### config.mk
export PLATFORM = sky130hd
export DESIGN_NAME = sample_delay_mc_flat
export DESIGN_NICKNAME = d
export VERILOG_FILES = /design/src/rtl/sample_delay_mc_pkg.sv /design/src/rtl/sample_delay_mc_if.sv /design/src/rtl/sample_delay_mc_bus_wait_timer.sv /design/src/rtl/sample_delay_mc.sv /design/src/flat_wrapper.sv
export SDC_FILE = /design/constraint.sdc
export NUM_CORES = 1
export LEC_CHECK = 0
export CORE_ASPECT_RATIO = 2
export CORE_UTILIZATION = 35
export DETAILED_ROUTE_END_ITERATION = 7
export GPL_TIMING_DRIVEN = 0
export PLACE_DENSITY = 0.63
export SYNTH_ARGS = -nofsm -noshare
export SYNTH_HDL_FRONTEND = slang
export SYNTH_SLANG_ARGS = --single-unit
### constraint.sdc
create_clock -name clk50 -period 2.5 [get_ports clk50]
set_input_delay 0.75 -clock clk50 [delete_from_list [all_inputs] [get_ports clk50]]
set_output_delay 0.75 -clock clk50 [all_outputs]
set_load 0.1 [all_outputs]
### src/rtl/sample_delay_mc_pkg.sv
// sample_delay_pkg: shared state encoding, defaults and SDRAM address packing
package sample_delay_pkg;
  typedef enum logic [2:0] {
    IDLE   = 3'd0,
    WR     = 3'd1,
    WAIT_W = 3'd2,
    RD     = 3'd3,
    WAIT_R = 3'd4,
    OUT    = 3'd5
  } state_t;
  localparam int DEFAULT_DEPTH   = 32768;
  localparam int DEFAULT_TIMEOUT = 255;
  function automatic logic [63:0] addr_pack(input logic [31:0] ch, input logic [31:0] ptr, input int ptr_w);
    return (64'(ch) << ptr_w) | 64'(ptr);
  endfunction
endpackage

### src/rtl/sample_delay_mc_if.sv
// sample_delay_if: sample stream in/out, delay control and SDRAM port bundle
interface sample_delay_if #(
  parameter int DATA_W = 16,
  parameter int CH_W   = 1,
  parameter int PTR_W  = 15,
  parameter int ADDR_W = 25
);
  logic [DATA_W-1:0] idata;
  logic [CH_W-1:0]   ichannel;
  logic              ivalid;
  logic              iready;
  logic [DATA_W-1:0] odata;
  logic [CH_W-1:0]   ochannel;
  logic              ovalid;
  logic              oready;
  logic [PTR_W-1:0]  delay;
  logic              bypass;
  logic              write;
  logic [ADDR_W-1:0] waddr;
  logic [DATA_W-1:0] wdata;
  logic              read;
  logic [ADDR_W-1:0] raddr;
  logic [DATA_W-1:0] rdata;
  logic              busy;
  logic              read_ready;
  logic              err;
  logic [2:0]        state;
  modport slave (
    input  idata, ichannel, ivalid, oready, delay, bypass, rdata, busy, read_ready,
    output iready, odata, ochannel, ovalid, write, waddr, wdata, read, raddr, err, state
  );
  modport master (
    output idata, ichannel, ivalid, oready, delay, bypass, rdata, busy, read_ready,
    input  iready, odata, ochannel, ovalid, write, waddr, wdata, read, raddr, err, state
  );
endinterface

### src/rtl/sample_delay_mc_bus_wait_timer.sv
// bus_wait_timer: tracks busy high-then-low completion and a bounded wait counter
module bus_wait_timer #(
  parameter int TIMEOUT = 255
) (
  input  logic clk50,
  input  logic rst_n,
  input  logic clr,
  input  logic en,
  input  logic busy,
  output logic done,
  output logic tout
);
  localparam int CW = $clog2(TIMEOUT + 1);
  logic [CW-1:0] cnt;
  logic          seen;
  assign done = en && seen && !busy;
  assign tout = en && cnt == CW'(TIMEOUT);
  // remember that busy went high and count wait cycles, saturating at the limit
  always_ff @(posedge clk50 or negedge rst_n) begin
    if (!rst_n) begin
      cnt  <= '0;
      seen <= 1'b0;
    end else if (clr) begin
      cnt  <= '0;
      seen <= 1'b0;
    end else if (en) begin
      seen <= seen | busy;
      if (!tout) cnt <= cnt + CW'(1);
    end
  end
endmodule

### src/rtl/sample_delay_mc.sv
// sample_delay_mc: per-channel SDRAM ring delay with bypass and bus timeout
module sample_delay_mc
  import sample_delay_pkg::*;
#(
  parameter int DATA_W  = 16,
  parameter int NUM_CH  = 2,
  parameter int CH_W    = 1,
  parameter int DEPTH   = DEFAULT_DEPTH,
  parameter int PTR_W   = 15,
  parameter int ADDR_W  = 25,
  parameter int TIMEOUT = DEFAULT_TIMEOUT
) (
  input logic          clk50,
  input logic          rst_n,
  sample_delay_if.slave bus
);
  state_t            state, state_n;
  logic [CH_W-1:0]   ch;
  logic [DATA_W-1:0] rbuf, rval;
  logic              got;
  logic [PTR_W-1:0]  wptr, fill, delay_lat, rptr;
  logic              done, tout, wait_en, clr, fire_in, fire_out, bad_ch, eof;
  assign fire_in   = bus.ivalid && bus.iready;
  assign fire_out  = bus.ovalid && bus.oready;
  assign bad_ch    = 32'(bus.ichannel) >= 32'(NUM_CH);
  assign eof       = 32'(ch) == 32'(NUM_CH - 1);
  assign rptr      = wptr - delay_lat;
  assign wait_en   = state == WAIT_W || state == WAIT_R;
  assign clr       = state == WR || state == RD;
  assign rval      = got ? rbuf : (bus.read_ready ? bus.rdata : '0);
  assign bus.write  = state == WR;
  assign bus.read   = state == RD;
  assign bus.ovalid = state == OUT;
  assign bus.state  = state;
  bus_wait_timer #(.TIMEOUT(TIMEOUT)) u_timer (
    .clk50(clk50),
    .rst_n(rst_n),
    .clr  (clr),
    .en   (wait_en),
    .busy (bus.busy),
    .done (done),
    .tout (tout)
  );
  // state register
  always_ff @(posedge clk50 or negedge rst_n) begin
    if (!rst_n) state <= IDLE;
    else state <= state_n;
  end
  // next-state: one SDRAM write then one read per accepted sample, unless bypassed
  always_comb begin
    state_n = state;
    case (state)
      IDLE:    state_n = (fire_in && !bad_ch) ? (bus.bypass ? OUT : WR) : IDLE;
      WR:      state_n = WAIT_W;
      WAIT_W:  state_n = (done || tout) ? RD : WAIT_W;
      RD:      state_n = WAIT_R;
      WAIT_R:  state_n = (done || tout) ? OUT : WAIT_R;
      OUT:     state_n = fire_out ? IDLE : OUT;
      default: state_n = IDLE;
    endcase
  end
  // datapath: capture, address generation, read-back latch and frame-end ring update
  always_ff @(posedge clk50 or negedge rst_n) begin
    if (!rst_n) begin
      bus.iready   <= 1'b0;
      bus.odata    <= '0;
      bus.ochannel <= '0;
      bus.waddr    <= '0;
      bus.wdata    <= '0;
      bus.raddr    <= '0;
      bus.err      <= 1'b0;
      ch           <= '0;
      rbuf         <= '0;
      got          <= 1'b0;
      wptr         <= '0;
      fill         <= '0;
      delay_lat    <= '0;
    end else begin
      bus.iready <= state_n == IDLE;
      if (state == IDLE && fire_in) begin
        ch           <= bus.ichannel;
        bus.odata    <= bus.idata;
        bus.ochannel <= bus.ichannel;
        bus.waddr    <= ADDR_W'(addr_pack(32'(bus.ichannel), 32'(wptr), PTR_W));
        bus.wdata    <= bus.idata;
      end
      if (state == WR) begin
        bus.raddr <= ADDR_W'(addr_pack(32'(ch), 32'(rptr), PTR_W));
        got       <= 1'b0;
      end
      if (state == WAIT_R && bus.read_ready && !got) begin
        rbuf <= bus.rdata;
        got  <= 1'b1;
      end
      if (state == WAIT_R && (done || tout)) bus.odata <= (done && fill >= delay_lat) ? rval : '0;
      if (wait_en && tout && !done) bus.err <= 1'b1;
      if (fire_out && eof) begin
        wptr      <= wptr + PTR_W'(1);
        delay_lat <= bus.delay;
        if (32'(fill) != 32'(DEPTH - 1)) fill <= fill + PTR_W'(1);
      end
    end
  end
endmodule

### src/flat_wrapper.sv
// flat-port wrapper written by rule: the top's interface ports become plain ports
module sample_delay_mc_flat import sample_delay_pkg::*;
#(
  parameter int DATA_W  = 16,
  parameter int NUM_CH  = 2,
  parameter int CH_W    = 1,
  parameter int DEPTH   = DEFAULT_DEPTH,
  parameter int PTR_W   = 15,
  parameter int ADDR_W  = 25,
  parameter int TIMEOUT = DEFAULT_TIMEOUT
)
  (clk50, rst_n, bus_idata, bus_ichannel, bus_ivalid, bus_oready, bus_delay, bus_bypass, bus_rdata, bus_busy, bus_read_ready, bus_iready, bus_odata, bus_ochannel, bus_ovalid, bus_write, bus_waddr, bus_wdata, bus_read, bus_raddr, bus_err, bus_state);
  sample_delay_if #(.DATA_W(DATA_W), .CH_W(CH_W), .PTR_W(PTR_W), .ADDR_W(ADDR_W)) bus_i ();
  input logic clk50;
  input logic rst_n;
  input wire logic [$bits(bus_i.idata)-1:0] bus_idata;
  input wire logic [$bits(bus_i.ichannel)-1:0] bus_ichannel;
  input wire logic [$bits(bus_i.ivalid)-1:0] bus_ivalid;
  input wire logic [$bits(bus_i.oready)-1:0] bus_oready;
  input wire logic [$bits(bus_i.delay)-1:0] bus_delay;
  input wire logic [$bits(bus_i.bypass)-1:0] bus_bypass;
  input wire logic [$bits(bus_i.rdata)-1:0] bus_rdata;
  input wire logic [$bits(bus_i.busy)-1:0] bus_busy;
  input wire logic [$bits(bus_i.read_ready)-1:0] bus_read_ready;
  output wire logic [$bits(bus_i.iready)-1:0] bus_iready;
  output wire logic [$bits(bus_i.odata)-1:0] bus_odata;
  output wire logic [$bits(bus_i.ochannel)-1:0] bus_ochannel;
  output wire logic [$bits(bus_i.ovalid)-1:0] bus_ovalid;
  output wire logic [$bits(bus_i.write)-1:0] bus_write;
  output wire logic [$bits(bus_i.waddr)-1:0] bus_waddr;
  output wire logic [$bits(bus_i.wdata)-1:0] bus_wdata;
  output wire logic [$bits(bus_i.read)-1:0] bus_read;
  output wire logic [$bits(bus_i.raddr)-1:0] bus_raddr;
  output wire logic [$bits(bus_i.err)-1:0] bus_err;
  output wire logic [$bits(bus_i.state)-1:0] bus_state;
  assign bus_i.idata = bus_idata;
  assign bus_i.ichannel = bus_ichannel;
  assign bus_i.ivalid = bus_ivalid;
  assign bus_i.oready = bus_oready;
  assign bus_i.delay = bus_delay;
  assign bus_i.bypass = bus_bypass;
  assign bus_i.rdata = bus_rdata;
  assign bus_i.busy = bus_busy;
  assign bus_i.read_ready = bus_read_ready;
  assign bus_iready = bus_i.iready;
  assign bus_odata = bus_i.odata;
  assign bus_ochannel = bus_i.ochannel;
  assign bus_ovalid = bus_i.ovalid;
  assign bus_write = bus_i.write;
  assign bus_waddr = bus_i.waddr;
  assign bus_wdata = bus_i.wdata;
  assign bus_read = bus_i.read;
  assign bus_raddr = bus_i.raddr;
  assign bus_err = bus_i.err;
  assign bus_state = bus_i.state;
  sample_delay_mc #(.DATA_W(DATA_W), .NUM_CH(NUM_CH), .CH_W(CH_W), .DEPTH(DEPTH), .PTR_W(PTR_W), .ADDR_W(ADDR_W), .TIMEOUT(TIMEOUT)) u_core (.clk50(clk50), .rst_n(rst_n), .bus(bus_i));
endmodule
### Word level (Yosys, flattened, before mapping)

Cells that the tools add are included.

* register bits after elaboration: 159
* input bits: 55
* output and inout bits: 91

* add/sub/neg operators: 4
* $lt $le $gt $ge: 1
* equal/unequal tests: 8
* multiplexer cells: 18
* bitwise gates (word level): 3
* reduce and logical (&&, ||, !) cells: 26

Operator list (count)
* $mux 16: 5
* $or 16x15->16: 2
* $add 15x1->15 const B: 2
* $mux 8: 3
* $pmux 3 s6: 1
* $ge 15x15->1: 1
* $ne 15x15->1 const B: 1
* $sub 15x15->15: 1
* $logic_and 1x1->1: 13
* $mux 3: 3
* $add 8x1->8 const B: 1
* $eq 8x8->1 const B: 1
* $eq 3x2->1 const B: 2
* $eq 3x3->1 const B: 2
* $logic_not 3->1: 2
* $mux 1: 6
* $reduce_bool 2->1: 3
* $reduce_and 2->1: 2
* $eq 3x1->1 const B: 1
* $logic_not 1->1: 3
* $logic_or 1x1->1: 3
* $ne 2x2->1 const B: 1
* $or 1x1->1: 1

### Longest topological paths before layout

* depth after elaboration: 8
* mapped depth: 8

### Hierarchy

A second synthesis with hierarchy kept.

* cells, all modules: 733
* area, all modules: 7186.9 um^2

By module, submodules not included
* sample_delay_mc: times used 1, cells each 678, area each 6657.6 um^2
* bus_wait_timer: times used 1, cells each 55, area each 529.3 um^2

### Worst setup path before layout

No wires, ideal clock.

* path kind: reg-to-output
* start point: register u_core.state[0] (netlist: u_core.bus.state[0])
* end point: output port bus_read
* arrival time: 2123 ps
* required time: 1750 ps
* path slack: -373 ps
* cell stages (with the launch flop): 4
* cell sequence: dfrtp_1 nor2b_1 buf_2 and2_1

* word-level cells in the longest chain between the ends: 1

Ends and longest elaborated chain
* start: declaration: RTL line sample_delay_mc.sv:17 `state_t state, state_n;`
* start signal: assignment: RTL line sample_delay_mc.sv:47 `else state <= state_n;`
* $eq 3x2->1: RTL line sample_delay_mc.sv:32 `assign bus.read = state == RD;`
* end: declaration: RTL line flat_wrapper.sv:32 `output wire logic [$bits(bus_i.read)-1:0] bus_read;`

No other way between the ends.

### Worst setup path in the final report

* start point: register u_core.state[2] (netlist: u_core.bus.state[2])
* end point: output port bus_state[2]

RTL lines
* end: declaration: RTL line flat_wrapper.sv:35 `output wire logic [$bits(bus_i.state)-1:0] bus_state;`

No word-level cell between the ends.

==> run metrics <==
most frequent cells in the layout dfrtp_1 (138), nand2_1 (66), dlygate4sd2_1 (66); Cells after Synth around 650; fillers 1966; post-DR vias/cell 5.00; cts repair resizes between 90 and 100; global route overflow 0; Post-synth ARST share 1.00; yosys warns 0; commonest non-fill, non-tap cell in the layout dfrtp_1; Final Non-Filler Cells 1096; Max Transition Viols Final 0; Setup crit start u_core.bus.state[2]; hold_buf cts 0; iteration-0 DRC count of the detailed router 164; die width 104 um; GRT Total Usage 0.185; Detailed Place HPWL between 10000 and 15000 um; register area approximately 0.0035 sq mm; number of global-route vias before repair roughly 5800; Pwr Total 0.0126 W; via count 5477; CP max FO 4; unrepaired setup endpoints after global routing false; crit path launch type register; Reg clk slew, reported paths 0.06 ns; Clock Sinks 140; Post-synth top flop dfrtp_1; FMAX 407 MHz; Routed WL 18600 um; post-synthesis adder-cell area fraction 0.0583; synth unique cells 62; placed cell count roughly 1100; largest family of logic cells by synthesized area compound AO/OA/AOI/OAI gates; Max stage delay on crit path 0.87 ns; ANT nets after route 0; area of the multi-input gates 0.00340 sq mm; Final GP Congestion 0.824; Layout Nets between 900 and 1000; cell area after synthesis 0.00722 sq mm; critical setup path kind reg -> out; postcts setup bufs 0; Worst Setup EP bus_state[2]; TritonRoute pass-1 iters 4; worst reg-to-reg setup slack 0.18 ns; CTS root buf clkbuf_16; crit path max-delay cell type clkdlybuf4s15_1; Final min period 2.46 ns; drt drc 0; r2r endpoint u_core.bus.odata[15]; post-layout util 0.466; Initial Util 0.356; Slew HR 0.330; Worst Max-Slew Pin Slew 1.01 ns; critical path required time between 1.5 and 2 ns; PwrDens 1340 mW/mm^2; number of port buffers roughly 130; die area between 0.02 and 0.025 sq mm; family with the most delay on the worst path buffers and inverters; CTS H-tree lvls 4; IO Pins 146; area post-placement 0.00892 sq mm; critical path, cell by cell clkdlybuf4s15_1; Simple-Gate Fraction of Synth Area 0.123; worst reg2reg path depth 8; TritonCTS clock tree yes; fraction of layout cells with a size suffix above 1 0.183; CP Depth 1; wire per inst 17.0 um; Final Setup Violations 0; status finished clean; WP buf/inv 1; chip height 205 um; first-pass GRT wire length roughly 30000 um; EDFF count, synth 0; Peak supply drop between 0.8 and 0.9 mV; largest net degree at the start of global routing 93; CTS Buf Count 17; Worst Skew 0.00642 ns; Arr. time, crit path 1.71 ns; initial antenna violation count 0; compound-cell area share of the yosys netlist 0.125; syn avg cell area 11.0 sq um; core box area 0.0203 sq mm; final instance area about 0.0094 sq mm; post-synthesis sequential element count 140; Clock Tree Buf Depth 2; final count of hold timing violations 0; # diodes 0; mux contribution to synthesized area 0.103; Tightest Hold Check Type in -> async; Max-Cap Viols 0; period utilisation layout 0.983; Layout area overhead 30.9%; post-synthesis sequential area ratio 0.486; FP Rows 74; insertion delay to the later sink of the worst-skew pair 0.43 ns; Pleak 4.43 nW; reg2reg start u_core.delay_lat[4]; CP endpoint kind primary output; Synth Area in XOR/XNOR 0.0510
==> layer usage <==
layer | GRT usage | vias to the layer above | routed length [um]
li1 | - | 2626 | -
met1 | 0.178 | 2640 | 6520
met2 | 0.351 | 165 | 10200
met3 | 0.0382 | 46 | 853
met4 | 0.125 | 0 | 1000
met5 | 0 | - | 0
==> worst min path at each step <==
stage	to
2_1_floorplan	u_core.bus.err
3_3_place_gp	u_core.bus.err
3_5_place_dp	u_core.bus.err
4_1_cts	u_core.bus.waddr[10]
5_1_grt	u_core.bus.waddr[8]
6_report	u_core.bus.waddr[10]
==> per-stage QoR <==
stage	TNS, ns	setup slack (ns)	hold WS, ns
finish	0	0.0421	0.260
global route	0	0.000363	0.291
CTS	0	0.00536	0.274
detailed placement	-9.29	-0.671	0.452
global placement	-739.13	-5.77	0.444
floorplan	0	0.00980	0.454
==> cell type report <==
| cell class | count | area share |
|---|---|---|
| multi-input cells | 458 | 0.360 |
| clock buffers | 18 | 0.0454 |
| clock inverters | 14 | 0.0180 |
| flip-flops and latches | 140 | 0.371 |
| repair buffers | 128 | 0.129 |
| inverters | 28 | 0.0118 |
| well taps | 266 | 0.0352 |
| plain buffers | 44 | 0.0291 |
==> worst register-to-register path: cells and delay by family, from the launching register on <==
kind,cells,cell delay (ns)
flip-flops,1,0.35
adder cells (fa/ha/maj),1,0.25
buffers and inverters,2,0.37
AO/OA/AOI/OAI,5,1.21
==> report_power, final <==
part / total, W / internal (W) / switching [W]
clock: 0.00258 / 0.00157 / 0.00101
sequential: 0.00345 / 0.00301 / 0.000434
combinational: 0.00661 / 0.00169 / 0.00492
total: 0.0126 / 0.00627 / 0.00636
==> flip-flops by register name (all words and copies together), names as in the netlist, 3 cells and up <==
| register | count |
|---|---|
| u_core.bus.odata | 16 |
| u_core.bus.wdata | 16 |
| u_core.fill | 15 |
| u_core.bus.waddr | 15 |
| u_core.u_timer.cnt | 8 |
| u_core.delay_lat | 15 |
| u_core.rbuf | 16 |
| u_core.bus.raddr | 16 |
| u_core.wptr | 15 |
| u_core.bus.state | 3 |
==> cell families (layout without fill, tap and decap cells) <==
group,Yosys count,after routing
simple gates,170,170
flops,140,140
compound gates,127,127
buf+inv,73,232
mux,68,68
xor+xnor,42,42
fa+ha+maj,33,33
other cells,1,18
==> Yosys cell counts (7+ instances only) <==
cell type / n / share of area
o22ai_1: 7 / 0.0061
and3_1: 10 / 0.0087
a21oi_1: 21 / 0.015
o21ai_0: 35 / 0.024
nor2_1: 23 / 0.012
ha_1: 32 / 0.055
xnor2_1: 31 / 0.038
nand4_1: 15 / 0.013
a22oi_1: 15 / 0.016
mux2_2: 50 / 0.078
buf_2: 10 / 0.0069
nor2b_1: 9 / 0.0078
nand3_1: 14 / 0.0097
clkbuf_1: 12 / 0.0062
dfrtp_1: 140 / 0.49
mux2i_1: 18 / 0.025
buf_4: 20 / 0.021
xor2_1: 11 / 0.013
inv_1: 27 / 0.014
nand2_1: 66 / 0.034
o22ai_2: 10 / 0.017
(Power assumes the default switching activity.)
